$ cat src/rtl/x_6k_tap_gen.sv
// x_6k_tap_gen: collects a serial sample stream and, every 6 accepted
// samples, presents the taps x[6k], x[6k-3], x[6k-4], x[6k-5] for y_6k.
module x_6k_tap_gen #(
    parameter int w_in = 5,
    parameter int k_w  = 8
) (
    input  logic                   clk,
    input  logic                   rst,
    input  logic                   sclr,
    input  logic signed [w_in-1:0] x_in,
    input  logic                   in_valid,
    output logic signed [w_in-1:0] x_6k,
    output logic signed [w_in-1:0] x_6k_3,
    output logic signed [w_in-1:0] x_6k_4,
    output logic signed [w_in-1:0] x_6k_5,
    output logic                   out_valid,
    output logic [k_w-1:0]         k_idx
);

    logic signed [w_in-1:0] h1, h2, h3, h4, h5;
    logic [2:0]             ph;
    logic                   started;
    logic                   tap_ev;

    // A block boundary is an accept while the phase sits at 0
    always_comb begin
        tap_ev = in_valid && (ph == 3'd0);
    end

    // Sample history and phase; a clear discards any partial block
    always_ff @(posedge clk or posedge rst) begin
        if (rst) begin
            h1 <= '0;
            h2 <= '0;
            h3 <= '0;
            h4 <= '0;
            h5 <= '0;
            ph <= 3'd0;
        end else if (sclr) begin
            h1 <= '0;
            h2 <= '0;
            h3 <= '0;
            h4 <= '0;
            h5 <= '0;
            ph <= 3'd0;
        end else if (in_valid) begin
            h1 <= x_in;
            h2 <= h1;
            h3 <= h2;
            h4 <= h3;
            h5 <= h4;
            ph <= (ph == 3'd5) ? 3'd0 : ph + 3'd1;
        end
    end

    // Tap capture, strobe and block index; taps hold between events
    always_ff @(posedge clk or posedge rst) begin
        if (rst) begin
            x_6k      <= '0;
            x_6k_3    <= '0;
            x_6k_4    <= '0;
            x_6k_5    <= '0;
            out_valid <= 1'b0;
            k_idx     <= '0;
            started   <= 1'b0;
        end else if (sclr) begin
            x_6k      <= '0;
            x_6k_3    <= '0;
            x_6k_4    <= '0;
            x_6k_5    <= '0;
            out_valid <= 1'b0;
            k_idx     <= '0;
            started   <= 1'b0;
        end else begin
            out_valid <= tap_ev;
            if (tap_ev) begin
                x_6k    <= x_in;
                x_6k_3  <= h3;
                x_6k_4  <= h4;
                x_6k_5  <= h5;
                k_idx   <= started ? k_idx + k_w'(1) : '0;
                started <= 1'b1;
            end
        end
    end

endmodule

$ cat config.mk
export PLATFORM = sky130hd
export DESIGN_NAME = x_6k_tap_gen
export DESIGN_NICKNAME = d
export VERILOG_FILES = /design/src/rtl/x_6k_tap_gen.sv
export SDC_FILE = /design/constraint.sdc
export NUM_CORES = 1
export LEC_CHECK = 0
export BUFFER_PORTS_ARGS = -buffer_cell sky130_fd_sc_hd__buf_2
export CAP_MARGIN = 20
export CORE_AREA = 2 2 72 74
export DETAILED_ROUTE_END_ITERATION = 6
export DIE_AREA = 0 0 74 76
export HOLD_SLACK_MARGIN = 0.05
export PLACE_DENSITY = 0.73
export SLEW_MARGIN = 0
export SYNTH_ARGS = -nofsm -noshare
export SYNTH_HDL_FRONTEND = slang
export SYNTH_SLANG_ARGS = --single-unit
$ cat constraint.sdc
create_clock -name clk -period 1.79 [get_ports clk]
set_input_delay 0.358 -clock clk [delete_from_list [all_inputs] [get_ports clk]]
set_output_delay 0.358 -clock clk [all_outputs]
set_load 0.05 [all_outputs]
After elaboration in Yosys (flattened, before gate mapping)
Cells that the tools add are included.

Flip-flop bits (word level): 58. Memories kept: 0. Memory bits (writable): 0. Bits of input ports: 9. Output and inout bits: 29. Word-level logic and storage cells: 47. Bits in read-only memories: 0. Latch bits: 0.

Equal/unequal tests: 1. Div/mod/pow operators: 0. $add $sub $neg: 2. Bitwise logic cells: 0. Shift operators: 0. Reduce and logical (&&, ||, !) cells: 4. Order comparisons: 0. Multipliers: 0. Multiplexer cells: 27.

Operator list (count): $mux W5 (18); $mux W8 (3); $mux W3 (3); $add A8 B1 Y8 const B (1); $reduce_bool A2 Y1 (2); $add A3 B1 Y3 const B (1); $eq A3 B3 Y1 const B (1); $logic_not A3 Y1 (1); $mux W1 (3); $logic_and A1 B1 Y1 (1).

Depth between registers and ports, before layout
Depth in word-level cells: 4. Depth in mapped cells: 7. Depth with buffers taken out: 5.

Worst setup path before layout
Ideal clock, no wire load.

Path kind: reg-to-reg. From: reg ph[0]. To: reg k_idx[5]. Slack: 0.031 ns. Path buffers: 2. Period minus slack after synthesis: 1.759 ns. Setup time: 0.121 ns. Stages on the path, launching flop included: 7. Data required time: 1.669 ns. Arrival time: 1.638 ns. Cell sequence: dfrtp_1 or4b_1 buf_2 nor2b_4 buf_6 a21o_1 a22o_1.

Cells in the longest elaborated chain, start to end: 3.

Ends and longest elaborated chain: start, declared (RTL line 21) `logic [2:0] ph;`; start signal, assigned (RTL line 52) `ph <= (ph == 3'd5) ? 3'd0 : ph + 3'd1;`; $logic_not A3 Y1 (RTL line 27) `tap_ev = in_valid && (ph == 3'd0);`; $logic_and A1 B1 Y1 (RTL line 27); $reduce_bool A2 Y1 (no line); end signal, assigned (RTL line 81) `k_idx <= started ? k_idx + k_w'(1) : '0;`; end, declared (RTL line 17) `output logic [k_w-1:0] k_idx`.

No other way between the ends. A chain may end at the register's enable or synchronous reset.

Worst setup path in the final report
From: reg ph[0]. To: reg k_idx[4].

Same word-level chain as after synthesis.

==> flow_metrics.py <==
metrics = {
    "outcome": {
        "status": "finished clean",
    },
    "clocking": {
        "cts_tree": "built",
        "clock_latency_ns": 0.33,
        "hold_buffers": 0,
        "path_clk_slew_ns": 0.06,
        "cts_root_buffer": "clkbuf_8",
        "htree_levels": 3,
        "postCtsSetupBuffers": 0,
        "cts.sinks": 58,
        "cts_buffers": 9,
        "clk_path_buf_depth": 2,
    },
    "route": {
        "first_iter_violations": 141,
        "dr_total_vias": 1594,
        "drc": 0,
        "first_pass_iters": 4,
        "post_drt_wl_per_cell_um": 14.2,
        "drtAntennaViolNets": 0,
        "via_per_inst": 5.24,
        "route.final.wire_length_um": 4310,
    },
    "logic_synthesis": {
        "yosys-top-cells-area": "dfrtp_1 62%, mux2i_1 12%, a22o_1 8.6%",
        "synth-async-reset-ratio": 1.00,
        "yosys.area.top_type": "dfrtp_1",
        "synthCells": 184,
        "synth_area_mm2": 0.00233,
        "synth_edf_count": 0,
        "yosysSeqAreaShare": 0.622,
        "synth.distinct_cells": 27,
        "synthFlopType": "dfrtp_1",
        "synth_top_area_frac": 0.622,
        "synth_common_cells": "58 x dfrtp_1, 30 x nor2_1, 27 x mux2i_1",
        "syn-num-nets": 194,
        "yosysMostFrequentCell": "dfrtp_1",
        "yosysWarnings": 0,
        "syn_avg_cell_area_um2": 12.7,
        "synth_seq_cells": 58,
    },
    "global_routing": {
        "grt_pass1_vias": 1561,
        "track_usage": 0.172,
        "overflow": 0,
        "grt_pass1_wl_um": 7430,
        "grt_max_degree": 59,
        "grt_antenna_before_repair": 0,
    },
    "worst_setup_path": {
        "path_buf_inv": 1,
        "critPathMaxFanout": 7,
        "cp_slowest_stage_delay_ns": 0.54,
        "cp-end-kind": "register",
        "critPathSlowestCell": "or4b_4",
        "cp-start-kind": "register",
        "worstPathCellList": "or4b_4 -> buf_4 -> or3_1 -> a31oi_1",
        "crit_family": "simple AND/OR/NAND/NOR gates",
        "crit_type": "register to register",
        "arrival_ns": 1.96,
        "required_ns": 2.04,
    },
    "layout": {
        "fillers": 428,
        "fin_nets": 239,
        "final_cell_area_mm2": 0.00281,
        "syn_to_final_growth_pct": 20.3,
        "drive_gt1_frac": 0.278,
        "antenna_cells": 0,
    },
    "floorplan": {
        "std_cell_rows": 26,
        "die_w_um": 74,
        "top_level_ports": 38,
        "die_h_um": 76,
        "initial_core_util": 0.475,
        "die_area_mm2": 0.00562,
        "core_mm2": 0.00491,
    },
    "sta": {
        "worst_pin_slew_ns": 0.642,
        "min_period_over_period": 0.953,
        "slew_violations": 0,
        "hold_violations": 0,
        "slew_headroom": 0.571,
        "rsz0062_at_grt": "false",
        "setup-tns-final_ns": 0,
        "fmax_mhz": 586,
        "finClkSkew_ns": 0.00456,
        "setup_viol": 0,
        "min_period_ns": 1.71,
    },
    "power_and_ir_drop": {
        "vdd_drop_max_v": 0.000531,
        "power_uw": 2710,
        "p_per_area_mw_per_mm2": 967,
        "power_leakage_uw": 0.00150,
    },
    "place": {
        "placed_area_mm2": 0.00261,
        "portBuffers": 37,
        "hpwl_um": 2690,
        "place.gp.congestion": 0.776,
    },
    "job": {
        "drv_cap": 0,
    },
    "min_path": {
        "holdCritPathClass": "input port to asynchronous set/reset pin",
    },
}
-- worst reg2reg max path: cells and delay by family, from the launching register on --
kind | cells | cell delay [ns]
buf+inv | 1 | 0.18
flops | 1 | 0.39
compound gates | 1 | 0.16
simple gates | 2 | 0.90
-- cell usage in the layout (no fill, tap or decap), drive strengths merged --
cell type  netlist  layout
or3              3       3
and3             1       1
ha               1       1
nor2b            1       1
a21o             1       1
inv              2       2
nand4            1       1
mux2             1       1
dfrtp           58      58
clkinv           0       2
mux2i           27      27
clkbuf           4      14
a21oi            5       5
nand4b           1       1
nand2b           2       2
nand3b           1       1
nor2            31      31
xnor2            2       2
or4b             1       1
and4             1       1
a22o            23      23
a31oi            2       2
nand3            2       2
buf              8      46
nand2            3       3
o21ai            2       2
-- metal layers --
metal / GRT usage / vias up / part of all wire
met5: 0 / - / 0
met4: 0.0764 / 0 / 0.017
met3: 0.0622 / 8 / 0.057
met2: 0.234 / 45 / 0.45
met1: 0.248 / 799 / 0.48
li1: - / 742 / -
-- through the flow --
| stage | util | cells | setup WS, ns | hold slack (ns) |
|---|---|---|---|---|
| 6_report | 0.572 | 304 | 0.0843 | 0.0686 |
| 5_1_grt | 0.572 | 304 | 0.00756 | 0.0885 |
| 4_1_cts | 0.569 | 304 | 0.0633 | 0.0739 |
| 3_5_place_dp | 0.532 | 288 | 0.0748 | 0.439 |
| 3_3_place_gp | 0.532 | 288 | 0.120 | 0.438 |
| 2_1_floorplan | - | 184 | 0.00401 | 0.465 |
-- cells by family (layout without fill, tap and decap cells) --
| kind of cell | count (synthesis) | after routing | synth area share |
|---|---|---|---|
| xor+xnor | 2 | 2 | 0.00751 |
| buf+inv | 14 | 64 | 0.0348 |
| compound gates | 33 | 33 | 0.110 |
| flops | 58 | 58 | 0.622 |
| simple gates | 48 | 48 | 0.0997 |
| fa+ha+maj | 1 | 1 | 0.00536 |
| mux | 28 | 28 | 0.121 |
-- sequential cells by signal, indices dropped and copies added, names as in the netlist --
signal and count:
h1 5, h2 5, h3 5, h4 5, h5 5, k_idx 8
out_valid 1, ph 3, started 1, x_6k 5, x_6k_3 5, x_6k_4 5
x_6k_5 5
-- area by class of cell --
cell class | count | area, um2 | area share
clock inverters | 2 | 10.0 | 0.00357
repair buffers | 46 | 269 | 0.0958
flip-flops and latches | 58 | 1450 | 0.517
well taps | 70 | 87.6 | 0.0312
inverters | 2 | 7.51 | 0.00267
multi-input cells | 112 | 810 | 0.288
clock buffers | 14 | 173 | 0.0615
-- power breakdown --
group | total [uW] | switching, uW | internal (uW)
sequential | 1360 | 19.3 | 1340
clock | 1090 | 482 | 612
combinational | 257 | 172 | 85.5
total | 2710 | 673 | 2040
-- final timing paths --
path / end / cells past startpoint / slack (ns) / from
worst max-delay path: k_idx[4] / 4 / 0.08 / ph[0]
max in group asynchronous: x_6k_3[4] / 3 / 1.47 / rst
worst min-delay path: k_idx[1] / 3 / 0.07 / rst
worst max register to register: k_idx[4] / 4 / 0.08 / ph[0]
worst min register to register: x_6k_5[2] / 1 / 0.50 / h5[2]
min in group clk: x_6k[1] / 2 / 0.26 / x_in[1]
-- repair_timing --
| action | CTS | global route |
|---|---|---|
| gates resized for setup | 0 | 3 |
| endpoints found under the hold margin | 0 | 0 |
| setup endpoints to repair | 0 | 25 |
(Power assumes the default switching activity.)
